[config.mk]
export PLATFORM = sky130hd
export DESIGN_NAME = cmp_seq_arbiter_flat
export DESIGN_NICKNAME = d
export VERILOG_FILES = /design/src/rtl/cmp_seq_arbiter_if.sv /design/src/rtl/cmp_seq_arbiter.sv /design/src/flat_wrapper.sv
export SDC_FILE = /design/constraint.sdc
export NUM_CORES = 1
export LEC_CHECK = 0
export BUFFER_PORTS_ARGS = -buffer_cell sky130_fd_sc_hd__buf_2
export CAP_MARGIN = 20
export CORE_UTILIZATION = 55
export DETAILED_ROUTE_END_ITERATION = 8
export GPL_TIMING_DRIVEN = 0
export PLACE_DENSITY = 0.93
export SYNTH_ARGS = -nofsm -noshare
export SYNTH_HDL_FRONTEND = slang
export SYNTH_SLANG_ARGS = --single-unit
[constraint.sdc]
create_clock -name CLOCK_50 -period 2.52 [get_ports CLOCK_50]
set_clock_uncertainty 0.05 [all_clocks]
set_input_delay 0.63 -clock CLOCK_50 [delete_from_list [all_inputs] [get_ports CLOCK_50]]
set_output_delay 0.63 -clock CLOCK_50 [all_outputs]
set_load 0.02 [all_outputs]
[src/rtl/cmp_seq_arbiter_if.sv]
// Handshake bundle between two requesters and the shared sequential comparator.
// The master side drives requests and operands; the slave side (the engine) returns grant and results.
interface cmp_seq_arbiter_if #(
    parameter int WIDTH = 4
);
    logic [1:0]       req;
    logic [WIDTH-1:0] a0;
    logic [WIDTH-1:0] b0;
    logic [WIDTH-1:0] a1;
    logic [WIDTH-1:0] b1;
    logic [1:0]       grant;
    logic             busy;
    logic             done;
    logic             gt;
    logic             eq;
    logic             lt;

    modport master (
        output req, a0, b0, a1, b1,
        input  grant, busy, done, gt, eq, lt
    );

    modport slave (
        input  req, a0, b0, a1, b1,
        output grant, busy, done, gt, eq, lt
    );
endinterface

[src/rtl/cmp_seq_arbiter.sv]
// Round-robin shared bit-serial magnitude comparator, MSB first, one bit per cycle.
// Optional macro CMP_EARLY_EXIT_EN: finish on the first differing bit instead of a fixed WIDTH-cycle scan.
module cmp_seq_arbiter #(
    parameter int WIDTH = 4
) (
    input  logic              CLOCK_50,
    input  logic              reset,
    cmp_seq_arbiter_if.slave  bus
);

    localparam int CW = (WIDTH > 1) ? $clog2(WIDTH) : 1;

`ifdef CMP_EARLY_EXIT_EN
    localparam bit EARLY = 1'b1;
`else
    localparam bit EARLY = 1'b0;
`endif

    typedef enum logic [1:0] {S_IDLE, S_SHIFT, S_DONE} state_t;

    state_t           state_q;
    logic [WIDTH-1:0] sa_q, sb_q;
    logic [CW-1:0]    cnt_q;
    logic             diff_gt_q, diff_lt_q;
    logic             diff_gt_d, diff_lt_d;
    logic [1:0]       grant_q;
    logic             busy_q, done_q, gt_q, eq_q, lt_q;
    logic             prio_q;
    logic             win1;
    logic             last_bit;

    // prio_q names the requester that wins a tie; it moves away from whoever was just served
    always_comb begin
        win1 = bus.req[1] & (~bus.req[0] | prio_q);
    end

    // Once either flag is set the remaining lower bits can no longer change the outcome
    always_comb begin
        diff_gt_d = diff_gt_q;
        diff_lt_d = diff_lt_q;
        if (!(diff_gt_q || diff_lt_q)) begin
            diff_gt_d = sa_q[WIDTH-1] & ~sb_q[WIDTH-1];
            diff_lt_d = ~sa_q[WIDTH-1] & sb_q[WIDTH-1];
        end
    end

    always_comb begin
        last_bit = (cnt_q == '0) || (EARLY && (diff_gt_d || diff_lt_d));
    end

    // Operand shift registers carry no reset: they are always loaded before being read
    always_ff @(posedge CLOCK_50) begin
        if (state_q == S_IDLE && bus.req != 2'b00) begin
            sa_q <= win1 ? bus.a1 : bus.a0;
            sb_q <= win1 ? bus.b1 : bus.b0;
        end else if (state_q == S_SHIFT) begin
            sa_q <= sa_q << 1;
            sb_q <= sb_q << 1;
        end
    end

    always_ff @(posedge CLOCK_50 or posedge reset) begin
        if (reset) begin
            state_q   <= S_IDLE;
            cnt_q     <= '0;
            diff_gt_q <= 1'b0;
            diff_lt_q <= 1'b0;
            grant_q   <= 2'b00;
            busy_q    <= 1'b0;
            done_q    <= 1'b0;
            gt_q      <= 1'b0;
            eq_q      <= 1'b0;
            lt_q      <= 1'b0;
            prio_q    <= 1'b0;
        end else begin
            case (state_q)
                S_IDLE: begin
                    if (bus.req != 2'b00) begin
                        grant_q   <= win1 ? 2'b10 : 2'b01;
                        busy_q    <= 1'b1;
                        cnt_q     <= CW'(WIDTH - 1);
                        diff_gt_q <= 1'b0;
                        diff_lt_q <= 1'b0;
                        state_q   <= S_SHIFT;
                    end
                end
                S_SHIFT: begin
                    diff_gt_q <= diff_gt_d;
                    diff_lt_q <= diff_lt_d;
                    cnt_q     <= cnt_q - CW'(1);
                    if (last_bit) begin
                        gt_q    <= diff_gt_d;
                        lt_q    <= diff_lt_d;
                        eq_q    <= ~(diff_gt_d | diff_lt_d);
                        done_q  <= 1'b1;
                        state_q <= S_DONE;
                    end
                end
                S_DONE: begin
                    done_q  <= 1'b0;
                    grant_q <= 2'b00;
                    busy_q  <= 1'b0;
                    prio_q  <= grant_q[0];
                    state_q <= S_IDLE;
                end
                default: begin
                    state_q <= S_IDLE;
                end
            endcase
        end
    end

    assign bus.grant = grant_q;
    assign bus.busy  = busy_q;
    assign bus.done  = done_q;
    assign bus.gt    = gt_q;
    assign bus.eq    = eq_q;
    assign bus.lt    = lt_q;

endmodule

[src/flat_wrapper.sv]
// flat-port wrapper written by rule: the top's interface ports become plain ports
module cmp_seq_arbiter_flat 
#(
    parameter int WIDTH = 4
)
  (CLOCK_50, reset, bus_req, bus_a0, bus_b0, bus_a1, bus_b1, bus_grant, bus_busy, bus_done, bus_gt, bus_eq, bus_lt);
  cmp_seq_arbiter_if #(.WIDTH(WIDTH)) bus_i ();
  input  logic CLOCK_50;
  input  logic reset;
  input wire logic [$bits(bus_i.req)-1:0] bus_req;
  input wire logic [$bits(bus_i.a0)-1:0] bus_a0;
  input wire logic [$bits(bus_i.b0)-1:0] bus_b0;
  input wire logic [$bits(bus_i.a1)-1:0] bus_a1;
  input wire logic [$bits(bus_i.b1)-1:0] bus_b1;
  output wire logic [$bits(bus_i.grant)-1:0] bus_grant;
  output wire logic [$bits(bus_i.busy)-1:0] bus_busy;
  output wire logic [$bits(bus_i.done)-1:0] bus_done;
  output wire logic [$bits(bus_i.gt)-1:0] bus_gt;
  output wire logic [$bits(bus_i.eq)-1:0] bus_eq;
  output wire logic [$bits(bus_i.lt)-1:0] bus_lt;
  assign bus_i.req = bus_req;
  assign bus_i.a0 = bus_a0;
  assign bus_i.b0 = bus_b0;
  assign bus_i.a1 = bus_a1;
  assign bus_i.b1 = bus_b1;
  assign bus_grant = bus_i.grant;
  assign bus_busy = bus_i.busy;
  assign bus_done = bus_i.done;
  assign bus_gt = bus_i.gt;
  assign bus_eq = bus_i.eq;
  assign bus_lt = bus_i.lt;
  cmp_seq_arbiter #(.WIDTH(WIDTH)) u_core (.CLOCK_50(CLOCK_50), .reset(reset), .bus(bus_i));
endmodule
==> results.py <==
metrics = {
    "place": {
        "pre_cts_slack_ps": 673,
        "routabilityCongestion": 0.736,
        "hpwlAfterDp_microns": 1630,
        "io_buf_count": 26,
        "dpl-instance-area_sq_mm": 0.00126,
    },
    "logic_synthesis": {
        "yosys.area_share.xor_xnor": 0.00799,
        "yosysWarningCount": 0,
        "synth.mux.area_fraction": 0.0331,
        "postSynthAreaPerCell_sq_um": 10.6,
        "simple_gate_area_share_of_the_yosys_netlist": 0.208,
        "post_synth_num_cell_types": 32,
        "synthesized_cell_area_sq_mm": 0.00110,
        "yosys.cell_count.top_type": "sky130_fd_sc_hd__dfrtp_1",
        "register_bit_count_reported_by_yosys": 22,
        "synth-async-reset-ratio": 0.636,
        "syn_nets": 124,
        "synth_top_flop_cell": "sky130_fd_sc_hd__dfrtp_1",
        "main_combinational_cell_family_by_area_after_synthesis": "simple AND/OR/NAND/NOR gates",
        "synth.cells.most_frequent": "sky130_fd_sc_hd__dfrtp_1, sky130_fd_sc_hd__a21oi_1, sky130_fd_sc_hd__nand2_1, sky130_fd_sc_hd__nand3_1",
        "synth_area_in_compound_gates": 0.158,
        "yosys.area_share.adder": 0.0114,
        "yosysTopAreaCellShare": 0.320,
        "instance_count_of_the_mapped_netlist": 103,
        "synth-edff-count": 8,
        "synth.largest_area_cell": "sky130_fd_sc_hd__dfrtp_1",
        "yosys-top-cells-area": "sky130_fd_sc_hd__dfrtp_1, sky130_fd_sc_hd__edfxtp_1, sky130_fd_sc_hd__a21oi_1",
        "synth-seq-area-share": 0.539,
    },
    "global_routing": {
        "antenna_found_initial": 0,
        "grtUsageTotal": 0.234,
        "vias_in_the_first_global_route": 825,
        "grt_max_degree": 15,
        "grt.overflow.total": 0,
        "global_route_wire_length_before_repair_microns": 3530,
    },
    "worst_setup_path": {
        "worstPathArrival_ps": 890,
        "r2r_slack_ps": 970,
        "critical_path_buf_inv_count": 1,
        "criticalPathCategory": "flip-flop to output port",
        "critical_path_peak_fanout": 2,
        "worst_r2r_endpoint": "u_core.sa_q[3]",
        "critPathSlowestCell": "sky130_fd_sc_hd__dfrtp_1",
        "cpLargestDelayFamily": "flip-flops",
        "setup.worst_path.end_class": "output port",
        "critical-path-max-stage-delay_ps": 410,
        "worstSetupStartpointType": "flip-flop",
        "reg2reg_depth": 3,
        "worst_ep_required_time_ps": 1840,
        "critical_path.reg2reg.startpoint": "u_core.state_q[0]",
        "crit_path_cell_trace": "buf_2",
    },
    "route": {
        "number_of_drc_violations_after_detailed_routing_iteration_0": 20,
        "num_vias": 880,
        "drt_pass1_iterations": 4,
        "final_antenna_net_count": 0,
        "post_detailed_route_via_to_cell_ratio": 5.57,
        "post_drt_wl_per_cell_microns": 13.9,
        "drt-total-wl_microns": 2200,
        "post-route-drc-count": 0,
    },
    "sta": {
        "finalCritPeriodShare": 0.624,
        "final.min_clock_period_ps": 1570,
        "final_max_slew_viol_count": 0,
        "setup_tns_ps": 0,
        "worst-slew-pin-transition_ps": 763,
        "max_freq_ghz": 0.636,
        "worst_slew_margin_rel": 0.489,
        "setup_viol_count_final": 0,
        "rsz0062_at_grt": "no",
        "finalHoldViolations": 0,
        "layout_setup_ws_ps": 948,
    },
    "floorplanning": {
        "core_sq_mm": 0.00180,
        "die-area_sq_mm": 0.00218,
        "placement_rows": 15,
        "initial_utilization": 0.608,
        "die_w_microns": 46.6,
        "die-height_microns": 46.6,
        "design.portCount": 27,
    },
    "finish": {
        "antenna_cells": 0,
        "post_layout_nets": 155,
        "post-route-cell-area_sq_mm": 0.00129,
        "post_route_cells_drive_above_1_share": 0.331,
        "area_grow_syn2layout_pct": 18.0,
        "layout.core_utilization": 0.718,
    },
    "cts": {
        "clock_insertion_delay_worst_skew_ps": 320,
        "post_cts_resized": 0,
        "post_cts_hold_buffer_count": 0,
        "cts-root-buf": "sky130_fd_sc_hd__clkbuf_4",
        "cts_tree": "done",
        "cts.reportedPaths.clkPinSlew_ps": 120,
        "h_tree_lvls": 1,
        "numClockSinks": 22,
        "max-clock-path-buffers": 2,
        "cts_setup_buffers": 0,
        "number_of_buffers_created_by_cts": 3,
    },
    "pwr": {
        "vdd.ir_drop.worst_mv": 0.732,
        "cellLeakagePower_nw": 0.609,
        "report.power.total_mw": 1.53,
        "power_density_mw_per_mm2": 1190,
    },
    "status": {
        "status": "finished clean",
    },
    "job": {
        "drv.max_cap_violation_count": 0,
    },
    "min_path": {
        "timing.hold.worst.class": "input pin to asynchronous set/reset pin",
    },
}
[how the worst max path moves through the flow]
stage / slack, ps / to / cells after the start / startpoint
after floorplan: 1010 / u_core.sa_q[0] / 2 / bus_req[1]
after global placement: 700 / u_core.sa_q[2] / 3 / bus_req[0]
after detailed placement: 670 / u_core.sa_q[2] / 3 / bus_req[0]
after CTS: 940 / u_core.sa_q[2] / 1 / u_core.state_q[1]
after global routing: 830 / u_core.sb_q[2] / 3 / u_core.state_q[0]
final: 950 / bus_grant[1] / 1 / u_core.bus.grant[1]
[layer usage]
layer	track usage	wire length, microns	up-vias
met1	0.292	989	421
li1	-	-	428
met2	0.400	1090	26
met3	0.0353	80	5
met5	0	0	-
met4	0.0971	35	0
[power by group]
| part | internal, mW | switching (mW) | leakage (nW) |
|---|---|---|---|
| combinational | 0.272 | 0.394 | 0.335 |
| sequential | 0.570 | 0.0969 | 0.253 |
| clock | 0.0884 | 0.112 | 0.0210 |
| total | 0.931 | 0.603 | 0.609 |
[registers in the layout (all words and copies together) (netlist names)]
name / flops
u_core.diff_lt_q: 1
u_core.bus.gt: 1
u_core.sb_q: 4
u_core.sa_q: 4
u_core.bus.lt: 1
u_core.diff_gt_q: 1
u_core.bus.done: 1
u_core.bus.grant: 2
u_core.bus.busy: 1
u_core.prio_q: 1
u_core.bus.eq: 1
u_core.cnt_q: 2
u_core.state_q: 2
[logic make-up after synthesis]
family          after synthesis
xor+xnor                      1
buf+inv                       9
mux                           3
fa+ha+maj                     1
compound gates               30
flops                        22
simple gates                 37
[metrics by stage]
| stage | hold WS (ps) | instances |
|---|---|---|
| floorplan | 438 | 103 |
| global placement | 406 | 154 |
| detailed placement | 413 | 154 |
| CTS | 287 | 158 |
| global route | 315 | 158 |
| finish | 269 | 158 |
[cell type report]
class                           instances  area [sq um]
Sequential cell                        22           591
Fill cell                             144           508
Multi-Input combinational cell         72           458
Timing Repair Buffer                   26           130
Clock buffer                            4          36.3
Tap cell                               25          31.3
Buffer                                  4          28.8
Inverter                                5          18.8
[layout by cell type (no fill, tap or decap)]
cell and n:
sky130_fd_sc_hd__a21oi_1 10, sky130_fd_sc_hd__a2bb2oi_1 1, sky130_fd_sc_hd__a31oi_1 6, sky130_fd_sc_hd__and2b_1 1
sky130_fd_sc_hd__buf_2 27, sky130_fd_sc_hd__buf_4 1, sky130_fd_sc_hd__buf_6 1, sky130_fd_sc_hd__clkbuf_2 1
sky130_fd_sc_hd__clkbuf_4 3, sky130_fd_sc_hd__clkbuf_8 1, sky130_fd_sc_hd__dfrtp_1 14, sky130_fd_sc_hd__edfxtp_1 8
sky130_fd_sc_hd__ha_1 1, sky130_fd_sc_hd__inv_1 4, sky130_fd_sc_hd__inv_2 1, sky130_fd_sc_hd__mux2_2 1
sky130_fd_sc_hd__mux2_4 1, sky130_fd_sc_hd__mux2i_1 1, sky130_fd_sc_hd__nand2_1 9, sky130_fd_sc_hd__nand2_2 1
sky130_fd_sc_hd__nand2b_1 2, sky130_fd_sc_hd__nand2b_2 1, sky130_fd_sc_hd__nand3_1 9, sky130_fd_sc_hd__nand3b_4 1
sky130_fd_sc_hd__nor2_1 6, sky130_fd_sc_hd__nor2_4 1, sky130_fd_sc_hd__nor2b_1 1, sky130_fd_sc_hd__nor3_4 2
sky130_fd_sc_hd__nor3b_1 2, sky130_fd_sc_hd__o21ai_0 8, sky130_fd_sc_hd__o21ai_1 4, sky130_fd_sc_hd__o41ai_2 1
sky130_fd_sc_hd__or2_1 1, sky130_fd_sc_hd__xor2_1 1
Power figures use the tool's default switching activity.
